===== src/rtl/noc_pkg.sv =====
// Shared defaults and the flit type for the NoC link-buffer slice.
package noc_pkg;

  localparam int NOC_DATA_W      = 16;
  localparam int NOC_NUM_VC      = 4;
  localparam int NOC_DEPTH       = 4;
  localparam int NOC_CREDIT_INIT = 4;

  typedef logic [NOC_DATA_W-1:0] flit_t;

endpackage


===== src/rtl/vc_fifo.sv =====
// Single virtual-channel flit FIFO; a pop in the same cycle frees a slot
// so a push into a full FIFO still succeeds.
module vc_fifo
  import noc_pkg::*;
#(
  parameter int DATA_W = NOC_DATA_W,
  parameter int DEPTH  = NOC_DEPTH
) (
  input  logic              clk,
  input  logic              reset,
  input  logic              push,
  input  logic              pop,
  input  logic [DATA_W-1:0] data_in,
  output logic              full,
  output logic              empty,
  output logic [DATA_W-1:0] head
);

  localparam int AW   = (DEPTH > 1) ? $clog2(DEPTH) : 1;
  localparam int CNTW = $clog2(DEPTH + 1);

  logic [DATA_W-1:0] mem [DEPTH];
  logic [AW-1:0]     wr_ptr;
  logic [AW-1:0]     rd_ptr;
  logic [CNTW-1:0]   count;
  logic              do_push;
  logic              do_pop;

  assign empty   = (count == '0);
  assign full    = (count == CNTW'(DEPTH));
  assign do_pop  = pop && !empty;
  assign do_push = push && (!full || do_pop);
  assign head    = mem[rd_ptr];

  // DEPTH is a power of two, so pointer overflow is the modulo wrap.
  always_ff @(posedge clk or negedge reset) begin
    if (!reset) begin
      wr_ptr <= '0;
      rd_ptr <= '0;
      count  <= '0;
    end else begin
      if (do_push) wr_ptr <= wr_ptr + AW'(1);
      if (do_pop)  rd_ptr <= rd_ptr + AW'(1);
      case ({do_push, do_pop})
        2'b10:   count <= count + CNTW'(1);
        2'b01:   count <= count - CNTW'(1);
        default: count <= count;
      endcase
    end
  end

  always_ff @(posedge clk) begin
    if (do_push) mem[wr_ptr] <= data_in;
  end

endmodule


===== src/rtl/vc_link_buffer.sv =====
// Per-VC input buffering with credit-based flow control and a round-robin
// output arbiter that emits at most one registered flit per cycle.
module vc_link_buffer
  import noc_pkg::*;
#(
  parameter int DATA_W      = NOC_DATA_W,
  parameter int NUM_VC      = NOC_NUM_VC,
  parameter int DEPTH       = NOC_DEPTH,
  parameter int CREDIT_INIT = NOC_CREDIT_INIT
) (
  input  logic              clk,
  input  logic              reset,
  input  logic [NUM_VC-1:0] valid_i,
  input  logic [DATA_W-1:0] data_i,
  output logic [NUM_VC-1:0] credit_o,
  output logic [NUM_VC-1:0] valid_o,
  output logic [DATA_W-1:0] data_o,
  input  logic [NUM_VC-1:0] credit_i,
  output logic              err_o
);

  localparam int VW = $clog2(NUM_VC);
  localparam int CW = $clog2(CREDIT_INIT + 1);
  localparam logic [CW-1:0] CREDIT_MAX = CW'(CREDIT_INIT);
  localparam logic [VW-1:0] LAST_VC    = VW'(NUM_VC - 1);

  // Handshake: upstream pushes are fire-and-forget (valid_i only, the sender
  // owns credits); downstream sees valid_o with no ready and returns
  // credit_i one pulse per freed slot.

  logic              multi_hot;
  logic [NUM_VC-1:0] push;
  logic [NUM_VC-1:0] fifo_full;
  logic [NUM_VC-1:0] fifo_empty;
  logic [NUM_VC-1:0] eligible;
  logic [NUM_VC-1:0] gnt;
  logic [NUM_VC-1:0] drop;
  logic [NUM_VC-1:0] credit_sat;
  logic [DATA_W-1:0] heads [NUM_VC];
  logic [CW-1:0]     credit_q [NUM_VC];
  logic [VW-1:0]     last_grant;
  logic [VW-1:0]     gnt_idx;
  logic [VW-1:0]     cand;
  logic              any_gnt;

  assign multi_hot = |(valid_i & (valid_i - NUM_VC'(1)));

  for (genvar v = 0; v < NUM_VC; v++) begin : g_vc
    assign push[v]       = valid_i[v] & ~multi_hot;
    assign eligible[v]   = ~fifo_empty[v] & (credit_q[v] != '0);
    assign drop[v]       = push[v] & fifo_full[v] & ~gnt[v];
    assign credit_sat[v] = credit_i[v] & ~gnt[v] & (credit_q[v] == CREDIT_MAX);

    vc_fifo #(
      .DATA_W (DATA_W),
      .DEPTH  (DEPTH)
    ) u_fifo (
      .clk     (clk),
      .reset   (reset),
      .push    (push[v]),
      .pop     (gnt[v]),
      .data_in (data_i),
      .full    (fifo_full[v]),
      .empty   (fifo_empty[v]),
      .head    (heads[v])
    );

    // A grant and a returned credit on the same edge cancel out.
    always_ff @(posedge clk or negedge reset) begin
      if (!reset) begin
        credit_q[v] <= CREDIT_MAX;
      end else if (gnt[v] && !credit_i[v]) begin
        credit_q[v] <= credit_q[v] - CW'(1);
      end else if (credit_i[v] && !gnt[v] && (credit_q[v] != CREDIT_MAX)) begin
        credit_q[v] <= credit_q[v] + CW'(1);
      end
    end
  end

  // Search starts one past the last winner so every eligible VC is served
  // within NUM_VC grants.
  always_comb begin
    gnt     = '0;
    gnt_idx = last_grant;
    any_gnt = 1'b0;
    cand    = '0;
    for (int i = 1; i <= NUM_VC; i++) begin
      cand = VW'((int'(last_grant) + i) % NUM_VC);
      if (!any_gnt && eligible[cand]) begin
        any_gnt = 1'b1;
        gnt_idx = cand;
      end
    end
    if (any_gnt) gnt[gnt_idx] = 1'b1;
  end

  always_ff @(posedge clk or negedge reset) begin
    if (!reset) begin
      valid_o    <= '0;
      credit_o   <= '0;
      data_o     <= '0;
      err_o      <= 1'b0;
      last_grant <= LAST_VC;
    end else begin
      valid_o  <= gnt;
      credit_o <= gnt;
      if (any_gnt) begin
        data_o     <= heads[gnt_idx];
        last_grant <= gnt_idx;
      end
      if (multi_hot || (|drop) || (|credit_sat)) err_o <= 1'b1;
    end
  end

endmodule


===== config.mk =====
export PLATFORM = sky130hd
export DESIGN_NAME = vc_link_buffer
export DESIGN_NICKNAME = d
export VERILOG_FILES = /design/src/rtl/noc_pkg.sv /design/src/rtl/vc_fifo.sv /design/src/rtl/vc_link_buffer.sv
export SDC_FILE = /design/constraint.sdc
export NUM_CORES = 1
export LEC_CHECK = 0
export ABC_AREA = 1
export ABC_CLOCK_PERIOD_IN_PS = 6120
export CAP_MARGIN = 20
export CORE_MARGIN = 3
export CORE_UTILIZATION = 45
export DETAILED_ROUTE_END_ITERATION = 10
export PLACE_DENSITY = 0.7
export SLEW_MARGIN = 5
export SYNTH_ARGS = -nofsm -noshare
export SYNTH_HDL_FRONTEND = slang
export SYNTH_SLANG_ARGS = --single-unit

===== constraint.sdc =====
create_clock -name clk -period 6.12 [get_ports clk]
set_clock_uncertainty 0.15 [all_clocks]
set_input_delay 1.224 -clock clk [delete_from_list [all_inputs] [get_ports clk]]
set_output_delay 1.224 -clock clk [all_outputs]
set_load 0.02 [all_outputs]

==> results.ini, run 1 <==
[run_status]
status = completed

[sta]
fin_crit_ns = 3.83
tightest_slew_ns = 1.03
relSlewSlack = 0.310
fin_crit_sh = 0.626
slew_viol_final = 0
final-setup-viol-count = 0
hold_viol_final = 0
rsz0062_at_grt = no
fin_tns_setup_ns = 0
clock.fmax_mhz = 261

[logic_synthesis]
synth_edf_count = 256
syn-instance-count = 1164
synth_ff_type = edfxtp_1
post_synth.cell_area_avg_um2 = 11.8
synth_seq_cells = 319
synth_fp_nets = 1216
synth.yosys.seq_area_share = 0.673
yosysWarnings = 0
synth_cell_types = 41
synthArstFlopShare = 0.197
synth_area_mm2 = 0.0138

[route]
num_vias = 8756
wire_per_inst_um = 17.5
postRouteAntennaNets = 0
routed_wirelength_um = 28500
firstDrtPassIters = 6
first_iter_violations = 786
routed_via_density = 5.37
post-route-drc-count = 0

[clock_tree]
htreeDepth = 1
cts_hold_buf = 0
cts-root-buf = clkbuf_16
numCtsBuffers = 30
cts_setup_buffers = 0
cts.sinks = 319
clkTransAtPathRegs_ns = 0.06
insertion_delay_ns = 0.56
clockBufferDepth = 3
cts_tree = yes
post_cts_resized = 0

[layout]
postLayoutCoreUtil = 0.525
layout-drive-gt1-share = 0.105
n_antenna_cell = 0
nFillCells = 2479
nets = 1271
instances_no_fill = 1632
syn_to_final_growth_pct = 14.0

[critical_path]
worstSetupPathType = reg -> reg
crit_path_end_kind = flop
arrival_ns = 4.10
worst-endpoint-required_ns = 6.40
critPathLaunchType = flop
critPathMaxFanout = 66

[global_routing]
grt_pass1_wl_um = 45500
antenna_found_initial = 0
grt_pass1_vias = 8410
grt_overflow = 0
track_usage = 0.172
grt_max_degree = 67

[die]
die_y_um = 181
placeableCoreArea_mm2 = 0.0299
io_pins = 51
start_util = 0.461
rows = 63
dieArea_mm2 = 0.0327
fp.dieW_um = 181

[placement]
dp_hpwl_um = 17700
gp_congestion = 0.843
dp_cells = 1574
io_buffers = 50

[worst_hold_path]
hold_class = reg -> reg

[flow_run]
drv_cap = 0

synthesized netlist by cell type, types with 2 or more instances:
master    number  share of area
nand2_1      257          0.070
edfxtp_1     256           0.56
nor2_1       108          0.029
inv_1         80          0.022
o21ai_0       75          0.027
dfrtp_1       57           0.10
a21oi_1       39          0.014
clkbuf_1      33         0.0090
nand3_1       33          0.012
a32o_1        32          0.023
o22ai_1       32          0.015
o21ai_1       30          0.011
ha_1          18          0.016
nand2_2       16         0.0073
xor2_1        15         0.0095
mux2_4        11          0.012
fa_1           8          0.012
buf_4          7         0.0038
mux2_2         7         0.0057
dfstp_2        6          0.011
buf_6          5         0.0041
nor3_1         5         0.0018
buf_2          4         0.0015
nand2_4        4         0.0033
buf_1          3        0.00082
inv_2          3        0.00082
nand3_4        2         0.0025
nand3b_1       2         0.0011
nand4_1        2        0.00091
nand4_2        2         0.0018
xnor2_1        2         0.0013
area by class of cell:
| cell class | count | area [µm²] | share of cell area |
|---|---|---|---|
| Inverter | 85 | 323 | 0.0206 |
| Multi-Input combinational cell | 708 | 3910 | 0.249 |
| Timing Repair Buffer | 75 | 718 | 0.0458 |
| Tap cell | 390 | 488 | 0.0311 |
| Clock buffer | 39 | 825 | 0.0525 |
| Clock inverter | 16 | 155 | 0.00989 |
| Sequential cell | 319 | 9270 | 0.591 |
path summary, 6_finish.rpt:
kind                          startpoint                       end  slack (ns)  cells past startpoint
max in group asynchronous          reset  g_vc[0].u_fifo.wr_ptr[1]        4.52                      2
min reg2reg                  credit_q[8]               credit_q[8]        0.32                      2
max reg2reg                last_grant[0]   g_vc[3].u_fifo.count[2]        2.29                     18
min in group asynchronous          reset   g_vc[2].u_fifo.count[0]        0.72                      2
min                          credit_q[8]               credit_q[8]        0.32                      2
max                        last_grant[0]   g_vc[3].u_fifo.count[2]        2.29                     18
routing by layer:
metal	global-route usage	wire length, µm	up-vias
li1	-	-	4165
met1	0.250	12900	4299
met2	0.275	13200	241
met3	0.0248	1760	51
met4	0.0457	653	0
met5	0	0	-
stage by stage:
| stage | setup WS (ns) | hold WS [ns] | cell area (µm²) |
|---|---|---|---|
| after floorplan | 2.99 | 0.291 | 13800 |
| after global placement | 2.39 | 0.302 | 14700 |
| after detailed placement | 2.28 | 0.311 | 14700 |
| after CTS | 2.27 | 0.319 | 15600 |
| after global routing | 1.81 | 0.337 | 15700 |
| final | 2.29 | 0.317 | 15700 |
state kept, by name, summed over array words and instances, names as in the netlist, 2 cells and up:
name	flops
credit_q	12
data_o	16
g_vc.u_fifo.count	12
g_vc.u_fifo.mem	256
g_vc.u_fifo.rd_ptr	8
g_vc.u_fifo.wr_ptr	8
last_grant	2
valid_o	4
cell usage in the layout, fill, tap and decap left out, types with 2 or more instances in the layout:
cell type        count
nand4_2              2
bufinv_16            2
inv_2                3
dfstp_2              6
clkbuf_16           30
o21ai_1             30
nand3_1             33
dfrtp_1             57
fa_1                 8
clkbuf_1             5
nand3b_1             2
o21ai_0             75
nor3_1               5
a21oi_1             39
nand3_4              2
xnor2_1              2
buf_4               22
mux2_4              11
nand2_1            257
mux2_2               7
clkdlybuf4s50_1     49
o22ai_1             32
nand2_2             16
inv_1               80
clkbuf_8             4
xor2_1              15
clkinv_1             5
nand2_4              4
buf_8                2
nor2_1             108
edfxtp_1           256
clkinv_2             7
nand4_1              2
ha_1                18
a32o_1              32
kinds of logic (layout without fill, tap and decap cells):
kind of cell	count (synthesis)	count (layout)	share of synthesized area
DFF	319	319	0.673
xor gates and xnor gates	18	18	0.0120
AOI/OAI and AO/OA	212	212	0.0943
muxes	18	18	0.0177
buffers and inverters	137	215	0.0426
adders and majority gates	26	26	0.0280
and+or+nand+nor	434	434	0.132
critical path, stage by stage (launching register included):
cell and delay, ns:
dfstp_2 0.62, inv_1 0.13, nand2_1 0.12, nand2_1 0.08, nand2_1 0.13, nand2_4 0.10, nand2_1 0.07, nand2_1 0.06
nand2_2 0.07, nand2_4 0.38, inv_2 0.28, nand4_2 0.22, nand2_1 0.14, nand2_2 0.12, ha_1 0.25, fa_1 0.38
a21oi_1 0.14, o21ai_0 0.11, xor2_1 0.15
Power of run 1 is left out: the tool's default activity adds up to more than one toggle a clock period on the data nets, which glitch-free logic cannot reach.
==> run 2: changes to the inputs <==
--- a/config.mk
+++ b/config.mk
@@ -6,7 +6,7 @@
 export NUM_CORES = 1
 export LEC_CHECK = 0
 export ABC_AREA = 1
-export ABC_CLOCK_PERIOD_IN_PS = 6120
+export ABC_CLOCK_PERIOD_IN_PS = 3690
 export CAP_MARGIN = 20
 export CORE_MARGIN = 3
 export CORE_UTILIZATION = 45
==> constraint.sdc (replaced) <==
create_clock -name clk -period 3.69 [get_ports clk]
set_clock_uncertainty 0.15 [all_clocks]
set_input_delay 0.738 -clock clk [delete_from_list [all_inputs] [get_ports clk]]
set_output_delay 0.738 -clock clk [all_outputs]
set_load 0.02 [all_outputs]
==> run 2 against run 1 <==
Against the previous run: critical path depth unchanged; non-clock buffer count up 4; utilization about the same.
==> results.ini, run 2 (synthesized netlist as in run 1, its figures left out) <==
[run_status]
status = completed

[placement]
gp_congestion = 0.840  ; -0.42%
dp_hpwl_um = 18100  ; +2.2%
io_buffers = 50  ; unchanged

[global_routing]
antenna_found_initial = 0  ; unchanged
track_usage = 0.177  ; +0.00443
grt-busiest-layer = met2
use_met3 = 0.0276  ; +0.00282
grt_pass1_wl_um = 46600  ; +2.4%
grt_use_met1 = 0.247  ; -0.00377
grt_overflow = 0  ; unchanged
grt_pass1_vias = 8754  ; +4.1%
grt_max_degree = 65  ; -3.0%
use_met2 = 0.288  ; +0.0131

[layout]
largest_reg_flops = 256  ; unchanged
n_antenna_cell = 0  ; unchanged
nFillCells = 2534  ; +2.2%
largest-register = g_vc.u_fifo.mem
syn_to_final_growth_pct = 14.0  ; about the same
final_common_cell = nand2_1
postLayoutCoreUtil = 0.526  ; about the same
layout-drive-gt1-share = 0.106  ; +0.00110
nets = 1276  ; +0.39%
reg_top3 = g_vc.u_fifo.mem: 256 flops, data_o: 16 flops
final_cell_mix = 257 x nand2_1, 256 x edfxtp_1, 108 x nor2_1

[die]
start_util = 0.461  ; unchanged
placeableCoreArea_mm2 = 0.0299  ; unchanged
rows = 63  ; unchanged
die_y_um = 181  ; unchanged
fp.dieW_um = 181  ; unchanged
dieArea_mm2 = 0.0327  ; unchanged
io_pins = 51  ; unchanged

[critical_path]
crit_path_end_kind = flop
critPathMaxFanout = 19  ; -71%
worst-endpoint-required_ns = 3.99  ; -2.41 ns
arrival_ns = 3.61  ; -0.49 ns
critPathLaunchType = flop
worstSetupPathType = reg -> reg

[route]
post-route-drc-count = 0  ; unchanged
first_iter_violations = 811  ; +3.2%
num_vias = 8821  ; +0.74%
firstDrtPassIters = 5  ; -1
postRouteAntennaNets = 0  ; unchanged
wire_per_inst_um = 17.7  ; +1.2%
routed_wirelength_um = 29000  ; +1.6%
routed_via_density = 5.39  ; +0.37%

[clock_tree]
cts_tree = yes
htreeDepth = 1  ; unchanged
cts-root-buf = clkbuf_16
clkTransAtPathRegs_ns = 0.06  ; about the same
cts_hold_buf = 0  ; unchanged
cts.sinks = 319  ; unchanged
insertion_delay_ns = 0.58  ; +0.02 ns
clockBufferDepth = 3  ; unchanged
numCtsBuffers = 31  ; +3.3%

[sta]
rsz0062_at_grt = no
fin_crit_sh = 0.897  ; +0.271
slew_viol_final = 0  ; unchanged
hold_viol_final = 0  ; unchanged
clock.fmax_mhz = 302  ; +16%
tightest_slew_ns = 1.05  ; +0.0198 ns
fin_crit_ns = 3.31  ; -0.519 ns
fin_tns_setup_ns = 0  ; unchanged
final-setup-viol-count = 0  ; unchanged
relSlewSlack = 0.296  ; -0.0132

[flow_run]
drv_cap = 0  ; unchanged

[worst_hold_path]
hold_class = in -> async

[run 2: changes by cell type in the layout (fill, tap and decap cells not counted), moves of 2 or more]
cell	previous run	this run
buf_4	22	29
buf_8	2	0
clkbuf_1	5	9
clkbuf_8	4	0
clkinvlp_4	1	3
[run 2: what timing repair did]
| action | CTS | global route |
|---|---|---|
| gates resized for setup | 0 | 1 |
| setup endpoints to repair | 0 | 1 |
| setup buffers | 0 | 0 |
[run 2: final timing paths]
check	from	to	slack (ns)	cells after the start
max in group asynchronous	reset	data_o[2]	2.63	2
min reg2reg	credit_q[8]	credit_q[8]	0.32	2
min in group clk	credit_q[8]	credit_q[8]	0.32	2
min	reset	valid_o[2]	0.20	2
max	last_grant[0]	g_vc[1].u_fifo.count[2]	0.38	18
max reg2reg	last_grant[0]	g_vc[1].u_fifo.count[2]	0.38	18
[run 2: per-layer routing]
layer	part of all wire	wire length, µm
met1	0.44	12900
met4	0.028	809
met3	0.059	1710
met5	0	0
met2	0.47	13600
[run 2: cell type report]
type,count,area [µm²],area share
repair buffers,79,713,0.0454
clock inverters,17,176,0.0112
clock buffers,40,810,0.0515
multi-input cells,708,3920,0.250
flip-flops and latches,319,9270,0.590
well taps,390,488,0.0311
inverters,85,323,0.0206
[run 2: worst max-delay path, cell delays in order, from the launching register on]
cell and delay, ns:
dfstp_2 0.63, inv_1 0.12, nand2_1 0.08, nand2_1 0.07, nand2_1 0.08, nand2_2 0.10
inv_1 0.07, nand3_1 0.07, nand2_2 0.11, nand2_2 0.11, nand2_8 0.17, nand3_4 0.14
nand3_1 0.14, nand2_2 0.12, ha_1 0.24, fa_1 0.38, a21oi_1 0.14, o21ai_0 0.11
xor2_1 0.15
[run 2: through the flow]
step / hold slack [ns] / area, µm² / setup slack, ns / instances
2_1_floorplan: 0.291 / 13800 / 0.604 / 1164
3_3_place_gp: 0.302 / 14700 / 0.401 / 1581
3_5_place_dp: 0.308 / 14700 / 0.333 / 1581
4_1_cts: 0.235 / 15700 / 0.307 / 1638
5_1_grt: 0.289 / 15700 / 0.0439 / 1638
6_report: 0.199 / 15700 / 0.381 / 1638
Power of run 2 is left out for the same reason.
